File: config.mk
export PLATFORM = sky130hd
export DESIGN_NAME = pulse_period_monitor
export DESIGN_NICKNAME = d
export VERILOG_FILES = /design/src/rtl/pulse_mon_pkg.sv /design/src/rtl/pulse_interval_counter.sv /design/src/rtl/pulse_period_monitor.sv
export SDC_FILE = /design/constraint.sdc
export NUM_CORES = 1
export LEC_CHECK = 0
export ABC_AREA = 0
export CORE_MARGIN = 5
export CORE_UTILIZATION = 45
export DETAILED_ROUTE_END_ITERATION = 16
export PLACE_DENSITY = 0.75
export SLEW_MARGIN = 20
export SYNTH_ARGS = -nofsm -noshare
export SYNTH_HDL_FRONTEND = slang
export SYNTH_SLANG_ARGS = --single-unit
File: constraint.sdc
create_clock -name clk -period 3.27 [get_ports clk]
set_input_delay 0.4905 -clock clk [delete_from_list [all_inputs] [get_ports clk]]
set_output_delay 0.4905 -clock clk [all_outputs]
set_load 0.005 [all_outputs]
File: src/rtl/pulse_mon_pkg.sv
// Shared types and default constants for the pulse period monitor.
package pulse_mon_pkg;

  localparam int EXP_PERIOD_DEF = 20;
  localparam int CNT_W_DEF      = 6;
  localparam int LOCK_COUNT_DEF = 3;
  localparam int ERRCNT_W       = 8;

  typedef enum logic [1:0] {
    IDLE    = 2'd0,
    ACQUIRE = 2'd1,
    LOCKED  = 2'd2
  } state_e;

endpackage

File: src/rtl/pulse_interval_counter.sv
// Saturating cycles-since-last-pulse counter and interval capture register.
module pulse_interval_counter #(
  parameter int CNT_W = 6
) (
  input  logic             clk,
  input  logic             rst_n,
  input  logic             pulse_i,
  input  logic             capture_en_i,
  output logic [CNT_W-1:0] gap_o,
  output logic [CNT_W-1:0] measured_period_o,
  output logic             capture_o
);

  localparam logic [CNT_W-1:0] MAX = '1;

  logic [CNT_W-1:0] gap_q;
  logic [CNT_W-1:0] period_q;
  logic             capture_q;
  logic [CNT_W-1:0] interval_d;

  // Interval is gap+1; once gap has saturated the interval saturates too.
  assign interval_d = (gap_q == MAX) ? MAX : gap_q + CNT_W'(1);

  always_ff @(posedge clk or negedge rst_n) begin
    if (!rst_n) begin
      gap_q     <= '0;
      period_q  <= '0;
      capture_q <= 1'b0;
    end else begin
      capture_q <= 1'b0;
      if (pulse_i) begin
        gap_q <= '0;
        if (capture_en_i) begin
          period_q  <= interval_d;
          capture_q <= 1'b1;
        end
      end else if (gap_q != MAX) begin
        gap_q <= gap_q + CNT_W'(1);
      end
    end
  end

  assign gap_o             = gap_q;
  assign measured_period_o = period_q;
  assign capture_o         = capture_q;

endmodule

File: src/rtl/pulse_period_monitor.sv
// Checks a periodic single-cycle pulse train against EXP_PERIOD, locks, flags errors.
// Optional 8-bit error counter port err_count enabled by PULSE_MON_ERRCNT_EN.
module pulse_period_monitor
  import pulse_mon_pkg::*;
#(
  parameter int EXP_PERIOD = EXP_PERIOD_DEF,
  parameter int CNT_W      = CNT_W_DEF,
  parameter int LOCK_COUNT = LOCK_COUNT_DEF
) (
  input  logic             clk,
  input  logic             rst_n,
  input  logic             pulse_in,
  output logic [CNT_W-1:0] measured_period,
  output logic             measured_valid,
  output logic             locked,
  output logic             period_err,
  output logic             missing,
  output state_e           state_dbg
`ifdef PULSE_MON_ERRCNT_EN
  ,
  output logic [ERRCNT_W-1:0] err_count
`endif
);

  state_e           state_q;
  logic [3:0]       good_cnt_q;
  logic             period_err_q;
  logic             missing_q;
  logic [CNT_W-1:0] gap;
  logic             match;
  logic             perr_d;
  logic             miss_d;

  pulse_interval_counter #(.CNT_W(CNT_W)) u_counter (
    .clk              (clk),
    .rst_n            (rst_n),
    .pulse_i          (pulse_in),
    .capture_en_i     (state_q != IDLE),
    .gap_o            (gap),
    .measured_period_o(measured_period),
    .capture_o        (measured_valid)
  );

  // gap==EXP_PERIOD-1 means this edge completes exactly one expected interval.
  assign match  = (gap == CNT_W'(EXP_PERIOD - 1));
  assign perr_d = pulse_in && (state_q != IDLE) && !match;
  assign miss_d = !pulse_in && (state_q == LOCKED) && match;

  always_ff @(posedge clk or negedge rst_n) begin
    if (!rst_n) begin
      state_q      <= IDLE;
      good_cnt_q   <= '0;
      period_err_q <= 1'b0;
      missing_q    <= 1'b0;
    end else begin
      period_err_q <= perr_d;
      missing_q    <= miss_d;
      case (state_q)
        IDLE: begin
          if (pulse_in) begin
            state_q    <= ACQUIRE;
            good_cnt_q <= '0;
          end
        end
        ACQUIRE: begin
          if (perr_d) begin
            good_cnt_q <= '0;
          end else if (pulse_in) begin
            if (good_cnt_q + 4'd1 == 4'(LOCK_COUNT)) begin
              state_q    <= LOCKED;
              good_cnt_q <= '0;
            end else begin
              good_cnt_q <= good_cnt_q + 4'd1;
            end
          end
        end
        LOCKED: begin
          if (perr_d || miss_d) begin
            state_q    <= ACQUIRE;
            good_cnt_q <= '0;
          end
        end
        default: begin
          state_q    <= IDLE;
          good_cnt_q <= '0;
        end
      endcase
    end
  end

  assign locked     = (state_q == LOCKED);
  assign period_err = period_err_q;
  assign missing    = missing_q;
  assign state_dbg  = state_q;

`ifdef PULSE_MON_ERRCNT_EN
  logic [ERRCNT_W-1:0] err_count_q;

  always_ff @(posedge clk or negedge rst_n) begin
    if (!rst_n) begin
      err_count_q <= '0;
    end else if ((perr_d || miss_d) && (err_count_q != '1)) begin
      err_count_q <= err_count_q + ERRCNT_W'(1);
    end
  end

  assign err_count = err_count_q;
`endif

endmodule

==> results.cfg, run 1 <==
[global_route]
grtUsageTotal = 0.1472
antenna_found_initial = 0
grt_overflow = 0
grt_first_pass_wirelength_mm = 3.891
grt_max_degree = 22
grt_pass1_vias = 832

[worst_setup_path]
cp-start-kind = flop
cp_cell_sequence = nand2b_1 -> inv_1 -> clkdlybuf4s50_1
cp.required_ns = 2.78
cp-end-kind = output pin
crit_arrival_ns = 1.63
cp_max_fo = 11
worstSetupPathType = reg -> out
cp_slowest_cell = dfrtp_1
cp_slowest_stage_delay_ns = 0.57

[detailed_routing]
routedWlPerCell_um = 13.97
dr.first_iter.drc_count = 42
dr_total_vias = 883
dr.pass1.iters = 4
via_per_inst = 5.697
drc_errors = 0
drt-total-wl_mm = 2.165
drtAntennaViolNets = 0

[logic_synthesis]
synth_seq_cells = 21
netlist.area_leader.share = 0.4912
synth.avg_cell_area_um2 = 9.302
netlist_instances = 115
syn-num-nets = 121
synth_warnings = 0
ys_top_cells_by_area = dfrtp_1, o21ai_0, nand2_1, nor2_1, ha_1
synthArstFlopShare = 1.000
synth_edf_count = 0
synth-main-ff-cell = dfrtp_1
synth_area_mm2 = 0.001070
synth-seq-area-share = 0.4912
synth_top_area_cell = dfrtp_1
ys_types = 31

[timing]
min_period_ns = 2.118
slew_viol_final = 0
worst_pin_slew_ns = 0.9251
clock.fmax_ghz = 0.4721
slew_headroom = 0.3813
setup_viol = 0
fin_tns_setup_ns = 0
rsz0062_at_grt = no
hold_viol_final = 0
finalCritPeriodShare = 0.6478
fin_skew_ns = 0.002949

[power_and_ir_drop]
power.density_mw_per_mm2 = 358.4
power.leakage_nw = 0.5467
ir_drop_mv = 0.2285

[layout]
final-instance-count-excl-fill = 155
area_delta_synth_final_pct = 16.96
final-seq-area_um2 = 525.5
final_layout_size_suffix_gt1_frac = 0.07087
n_antenna_cell = 0
nNetsFinal = 134
nFillCells = 198
multi_input_area_um2 = 501.7

[floorplanning]
die_h_um = 58.76
fp-row-count = 17
initial_core_util = 0.4790
dieArea_mm2 = 0.003452
coreArea_mm2 = 0.002233
die_w_um = 58.76
io-pin-count = 15

[cts]
cts_buffer_depth = 2
path_clk_slew_ns = 0.12
cts_buffers = 3
ctsResizeCount = 0
cts_tree = done
root_buffer = clkbuf_4
insertion_delay_ns = 0.31
cts-htree-levels = 1
cts_setup_buffers = 0
holdBufCountCts = 0
clock_sinks = 21

[place]
gp_congestion = 0.7888
dp.cells = 151
place_hpwl_mm = 1.493
io_buffers = 14

[outcome]
status = complete, no violations

[job]
drv_cap = 0

[worst_hold_path]
hold_path.class = reg -> reg
==> path summary, 6_finish.rpt <==
kind,from,endpoint,slack (ns),cells past startpoint
setup / recovery,state_dbg[1],locked,1.15,3
hold / removal,u_counter.measured_period_o[1],u_counter.measured_period_o[1],0.49,2
setup reg to reg,u_counter.gap_o[0],good_cnt_q[1],1.31,5
hold reg to reg,u_counter.measured_period_o[1],u_counter.measured_period_o[1],0.49,2
max in group asynchronous,rst_n,good_cnt_q[0],2.03,1
min in group asynchronous,rst_n,u_counter.measured_period_o[0],0.68,1
==> cell usage after synthesis (2+ instances only) <==
cell type  number
o2bb2ai_1       3
clkbuf_1        5
nor3_1          3
nand2b_1        2
o31ai_1         3
a31oi_1         3
a21oi_1         5
nand2_1        13
nor2b_1         3
xnor2_1         2
dfrtp_1        21
nand3_1         3
nor2_1         11
inv_1           5
or2_2           2
ha_1            3
or3_1           2
o21ai_0        10
and3_1          3
a22oi_1         2
==> layout make-up <==
| cell class | count | share of cell area |
|---|---|---|
| Sequential cell | 21 | 0.4200 |
| Multi-Input combinational cell | 83 | 0.4010 |
| Timing Repair Buffer | 14 | 0.1120 |
| Tap cell | 28 | 0.02800 |
| Clock buffer | 3 | 0.01800 |
| Inverter | 5 | 0.01500 |
| Clock inverter | 1 | 0.006000 |
==> through the flow <==
step / utilization / setup slack [ns] / cell area, µm² / hold WS [ns] / total power, mW
global route: 0.5602 / 1.053 / 1251 / 0.5073 / 0.4790
finish: 0.5602 / 1.152 / 1251 / 0.4916 / 0.4485
floorplan: - / 1.606 / 1070 / 0.1949 / 0.2997
CTS: 0.5602 / 1.155 / 1251 / 0.4922 / 0.4587
detailed placement: 0.5468 / 0.8840 / 1221 / 0.4624 / 0.3241
global placement: 0.5468 / 0.9976 / 1221 / 0.4551 / 0.3226
==> per-layer routing <==
metal / GRT usage / vias up / wire (µm)
li1: - / 433 / -
met1: 0.1894 / 431 / 1000
met2: 0.2334 / 15 / 1061
met3: 0.04605 / 4 / 83
met4: 0.04854 / 0 / 21
met5: 0 / - / 0
==> power breakdown <==
group          internal, mW  switching (mW)
Clock                0.0467          0.0833
Sequential            0.269         0.00722
Combinational        0.0211          0.0213
Total                 0.337           0.112
==> cells by family (layout without fill, tap and decap cells) <==
group,count (synthesis),after routing,share of synthesized area
buf+inv,11,23,0.03977
xor+xnor,2,2,0.01638
compound gates,29,29,0.1719
simple gates,48,48,0.2351
mux,1,1,0.01053
flops,21,21,0.4912
fa+ha+maj,3,3,0.03509
==> critical path, delay by kind of cell, from the launching register on <==
family,cells,cell delay [ns]
buffers and inverters,2,0.60
DFF,1,0.57
and+or+nand+nor,1,0.15
==> cell usage in the layout (no fill, tap or decap), types with 2 or more instances in the layout <==
cell | synthesis | routed
and3_1 | 3 | 3
a22oi_1 | 2 | 2
a31oi_1 | 3 | 3
or2_2 | 2 | 2
ha_1 | 3 | 3
nand3_1 | 3 | 3
clkdlybuf4s50_1 | 0 | 14
nand2_1 | 13 | 13
o21ai_0 | 10 | 9
o2bb2ai_1 | 3 | 3
o31ai_1 | 3 | 3
nor2b_1 | 3 | 3
nor3_1 | 3 | 3
inv_1 | 5 | 5
nand2b_1 | 2 | 2
dfrtp_1 | 21 | 21
xnor2_1 | 2 | 2
a21oi_1 | 5 | 5
nor2_1 | 11 | 11
or3_1 | 2 | 2
clkbuf_4 | 0 | 3
==> state kept, by name (all words and copies together), names as in the netlist <==
register / cells
good_cnt_q: 4
missing: 1
period_err: 1
state_dbg: 2
u_counter.capture_o: 1
u_counter.gap_o: 6
u_counter.measured_period_o: 6
Power figures use the tool's default switching activity.
==> run 2: changes to the inputs <==
==> constraint.sdc (replaced) <==
create_clock -name clk -period 2.2 [get_ports clk]
set_input_delay 0.33 -clock clk [delete_from_list [all_inputs] [get_ports clk]]
set_output_delay 0.33 -clock clk [all_outputs]
set_load 0.005 [all_outputs]
==> run 2 against run 1 <==
Effect of this change: hold slack got worse by 0.15 ns; highest routed layer unchanged; die area unchanged; first-iteration DRC count decreased by 76%; clock power increased by 48%; global-route usage decreased by 0.34 points; final cell count increased by 1.9%; register-to-register slack got worse by 1.0 ns.
==> results.cfg, run 2 (synthesized netlist as in run 1, its figures left out) <==
[outcome]
status = complete, no violations

[cts]
cts-htree-levels = 1
path_clk_slew_ns = 0.12
insertion_delay_ns = 0.31
cts_buffers = 3
clock_sinks = 21
ctsResizeCount = 0
root_buffer = clkbuf_4
cts_tree = done
holdBufCountCts = 0
cts_setup_buffers = 0
cts_buffer_depth = 2

[worst_setup_path]
path_buf_inv = 2
crit_arrival_ns = 1.60
cp_cell_sequence = nand2b_1 -> inv_1 -> clkdlybuf4s50_1
crit_path_end = locked
worstSetupPathType = reg -> out
cp_slowest_stage_delay_ns = 0.55
cp-start-kind = flop
path_delay_family = buffers and inverters
cp_max_fo = 11
crit_start = state_dbg[1]
reg2reg_to = good_cnt_q[2]
path_depth = 3
reg2regPathDepth = 5
cp.required_ns = 1.87
reg2reg_slack_ns = 0.29
r2r-start = u_counter.gap_o[0]
cp_slowest_cell = dfrtp_1
cp-end-kind = output pin

[timing]
fin_tns_setup_ns = 0
clock.fmax_ghz = 0.5188
fin_skew_ns = 0.007190
finalCritPeriodShare = 0.8761
slew_headroom = 0.6573
fin_ws_ns = 0.2726
worst_pin_slew_ns = 0.5102
slew_viol_final = 0
min_period_ns = 1.927
hold_viol_final = 0
setup_viol = 0
rsz0062_at_grt = no

[layout]
n_antenna_cell = 0
layout_common_cells = dfrtp_1, clkdlybuf4s50_1, nand2_1, nor2_1, o21ai_0
area_delta_synth_final_pct = 19.06
multi_input_area_um2 = 501.7
final-seq-area_um2 = 525.5
utilization = 0.5703
final_layout_size_suffix_gt1_frac = 0.09231
final-instance-count-excl-fill = 158
nNetsFinal = 137
final_common_cell = dfrtp_1
nFillCells = 197

[global_route]
top_usage_layer = met2
use_met2 = 0.2476
grt_max_degree = 22
use_met3 = 0.04605
grtUsageTotal = 0.1438
use_met1 = 0.1782
grt_overflow = 0
antenna_found_initial = 0
grt_pass1_vias = 881
grt_first_pass_wirelength_mm = 3.884

[place]
io_buffers = 14
gp_congestion = 0.8108
place_hpwl_mm = 1.552
preCtsSetupSlack_ns = 0.3252
dp.cells = 154

[power_and_ir_drop]
power.density_mw_per_mm2 = 525.9
power_uw = 669.9
power.leakage_nw = 0.5609
ir_drop_mv = 0.4541

[detailed_routing]
drt-total-wl_mm = 2.156
dr.pass1.iters = 4
drtAntennaViolNets = 0
dr.first_iter.drc_count = 10
dr_total_vias = 869
drc_errors = 0
via_per_inst = 5.500
routedWlPerCell_um = 13.65

[floorplanning]
io-pin-count = 15
die_h_um = 58.76
dieArea_mm2 = 0.003452
initial_core_util = 0.4790
coreArea_mm2 = 0.002233
fp-row-count = 17
die_w_um = 58.76

[job]
drv_cap = 0

[worst_hold_path]
hold_path.class = in -> async
## run 2: how the worst min path moves through the flow
stage / start / to / slack (ns)
4_1_cts: rst_n / u_counter.measured_period_o[0] / 0.35
3_3_place_gp: u_counter.measured_period_o[1] / u_counter.measured_period_o[1] / 0.45
3_5_place_dp: u_counter.measured_period_o[1] / u_counter.measured_period_o[1] / 0.46
5_1_grt: rst_n / u_counter.measured_period_o[0] / 0.34
6_report: rst_n / u_counter.measured_period_o[0] / 0.34
2_1_floorplan: rst_n / good_cnt_q[0] / 0.03
## run 2: per-stage QoR
step,cell area (µm²),hold WS (ns)
after floorplan,1070,0.03441
after global placement,1244,0.4506
after detailed placement,1244,0.4594
after CTS,1274,0.3485
after global routing,1274,0.3356
final,1274,0.3429
## run 2: metal layers
layer / vias up / part of all wire
met5: - / 0
met1: 427 / 0.46
met3: 2 / 0.027
li1: 430 / -
met2: 10 / 0.51
met4: 0 / 0.0056
## run 2: final cells by class
cell class	instances	share of cell area
flip-flops and latches	21	0.4126
well taps	28	0.02750
multi-input cells	83	0.3939
clock buffers	3	0.01768
repair buffers	17	0.1277
inverters	5	0.01473
clock inverters	1	0.005894
## run 2: power breakdown
group	switching, mW	internal, mW	total, mW
sequential	0.0105	0.399	0.410
clock	0.124	0.0694	0.193
combinational	0.0320	0.0349	0.0669
==> run 3: changes to the inputs <==
==> constraint.sdc (replaced) <==
create_clock -name clk -period 2.4 [get_ports clk]
set_input_delay 0.36 -clock clk [delete_from_list [all_inputs] [get_ports clk]]
set_output_delay 0.36 -clock clk [all_outputs]
set_load 0.005 [all_outputs]
==> run 3 against run 2 <==
Effect of this change: utilization is the same; setup slack better by 0.16 ns; first-iteration DRC count grew 40%; clock skew shrank 0.00099 ns; critical endpoint unchanged; largest cell class unchanged.
==> results.cfg, run 3 (synthesized netlist as in run 1, its figures left out) <==
[floorplanning]
io-pin-count = 15
coreArea_mm2 = 0.002233
initial_core_util = 0.4790
dieArea_mm2 = 0.003452
die_h_um = 58.76
die_w_um = 58.76
fp-row-count = 17

[worst_setup_path]
cp_slowest_cell = dfrtp_1
r2r-start = u_counter.gap_o[0]
reg2reg_slack_ns = 0.47
cp_max_fo = 11
reg2regPathDepth = 5
reg2reg_to = good_cnt_q[2]
cp-start-kind = flop
cp_slowest_stage_delay_ns = 0.55
cp_cell_sequence = nand2b_1 -> inv_1 -> clkdlybuf4s50_1
crit_arrival_ns = 1.61
worstSetupPathType = reg -> out
cp-end-kind = output pin
path_buf_inv = 2
path_delay_family = buffers and inverters
cp.required_ns = 2.04

[layout]
area_delta_synth_final_pct = 19.06
utilization = 0.5703
nNetsFinal = 137
stdcell_area_mm2 = 0.001274
final_common_cell = dfrtp_1
layout_common_cells = dfrtp_1, clkdlybuf4s50_1, nand2_1, nor2_1, o21ai_0
final-instance-count-excl-fill = 158
final_layout_size_suffix_gt1_frac = 0.09231
n_antenna_cell = 0

[power_and_ir_drop]
power.leakage_nw = 0.5609
p_int_uw = 461.7
clockPowerShare = 0.292
power.density_mw_per_mm2 = 483.7
ir_drop_mv = 0.4500
p_seq_frac = 0.609
switching_share = 0.2506
power_frac_comb = 0.099
p_switching_uw = 154.4

[detailed_routing]
routedWlPerCell_um = 13.37
drtAntennaViolNets = 0
dr.pass1.iters = 4
drt-total-wl_mm = 2.112
dr_total_vias = 850
dr.first_iter.drc_count = 14
via_per_inst = 5.380
drc_errors = 0

[cts]
ctsResizeCount = 0
insertion_delay_ns = 0.31
root_buffer = clkbuf_4
path_clk_slew_ns = 0.13
clock_sinks = 21
cts_tree = done
cts_setup_buffers = 0
cts_buffer_depth = 2
holdBufCountCts = 0
cts_buffers = 3
cts-htree-levels = 1

[timing]
slew_viol_final = 0
setup_viol = 0
fin_ws_ns = 0.4314
worst_pin_slew_ns = 0.5290
fin_skew_ns = 0.006205
hold_viol_final = 0
fin_tns_setup_ns = 0
finalCritPeriodShare = 0.8202
rsz0062_at_grt = no
slew_headroom = 0.6446
clock.fmax_ghz = 0.5080
min_period_ns = 1.969

[global_route]
grtUsageTotal = 0.1457
antenna_found_initial = 0
grt_first_pass_wirelength_mm = 3.870
grt_overflow = 0
grt_max_degree = 22
grt_pass1_vias = 872

[outcome]
status = complete, no violations

[worst_hold_path]
hold_path.class = in -> async

[place]
dp.cells = 154
io_buffers = 14
place_hpwl_mm = 1.523
gp_congestion = 0.8004
place_area_mm2 = 0.001244
preCtsSetupSlack_ns = 0.4971

[job]
drv_cap = 0
-- run 3: worst max path at each step --
| stage | startpoint | endpoint | slack, ns | cells after the start |
|---|---|---|---|---|
| after CTS | state_dbg[1] | locked | 0.41 | 3 |
| final | state_dbg[1] | locked | 0.43 | 3 |
| after global routing | u_counter.gap_o[0] | good_cnt_q[2] | 0.26 | 5 |
| after global placement | u_counter.gap_o[0] | good_cnt_q[1] | 0.54 | 5 |
| after detailed placement | pulse_in | good_cnt_q[2] | 0.50 | 5 |
| after floorplan | u_counter.gap_o[0] | good_cnt_q[1] | 0.74 | 6 |
-- run 3: layout make-up --
cell class	count	area, µm²
fillers	212	959.7
repair buffers	17	162.7
multi-input cells	83	501.7
clock inverters	1	7.507
well taps	28	35.03
flip-flops and latches	21	525.5
inverters	5	18.77
clock buffers	3	22.52
-- run 3: power by group through the flow --
stage	logic, mW	registers, mW	clock network, mW
4_1_cts	0.0628	0.375	0.188
6_report	0.0612	0.375	0.180
5_1_grt	0.0693	0.377	0.208
3_3_place_gp	0.0614	0.382	0
3_5_place_dp	0.0627	0.382	0
2_1_floorplan	0.0274	0.381	0
-- run 3: metrics by stage --
step | total power [mW] | hold slack, ns
finish | 0.6160 | 0.3656
global route | 0.6542 | 0.3645
CTS | 0.6257 | 0.3645
detailed placement | 0.4449 | 0.4558
global placement | 0.4432 | 0.4521
floorplan | 0.4083 | 0.06441
-- run 3: worst register-to-register path: stages, from the launching register on --
cell and delay [ns]:
dfrtp_1 0.43, ha_1 0.22, nand4bb_1 0.31, nor3_1 0.56, a22oi_1 0.19, o2bb2ai_1 0.16
-- run 3: per-layer routing --
metal	wire length, µm	vias up	track usage
met3	70	4	0.04825
met1	1041	401	0.1810
li1	-	433	-
met5	0	-	0
met4	26	0	0.05502
met2	974	12	0.2334
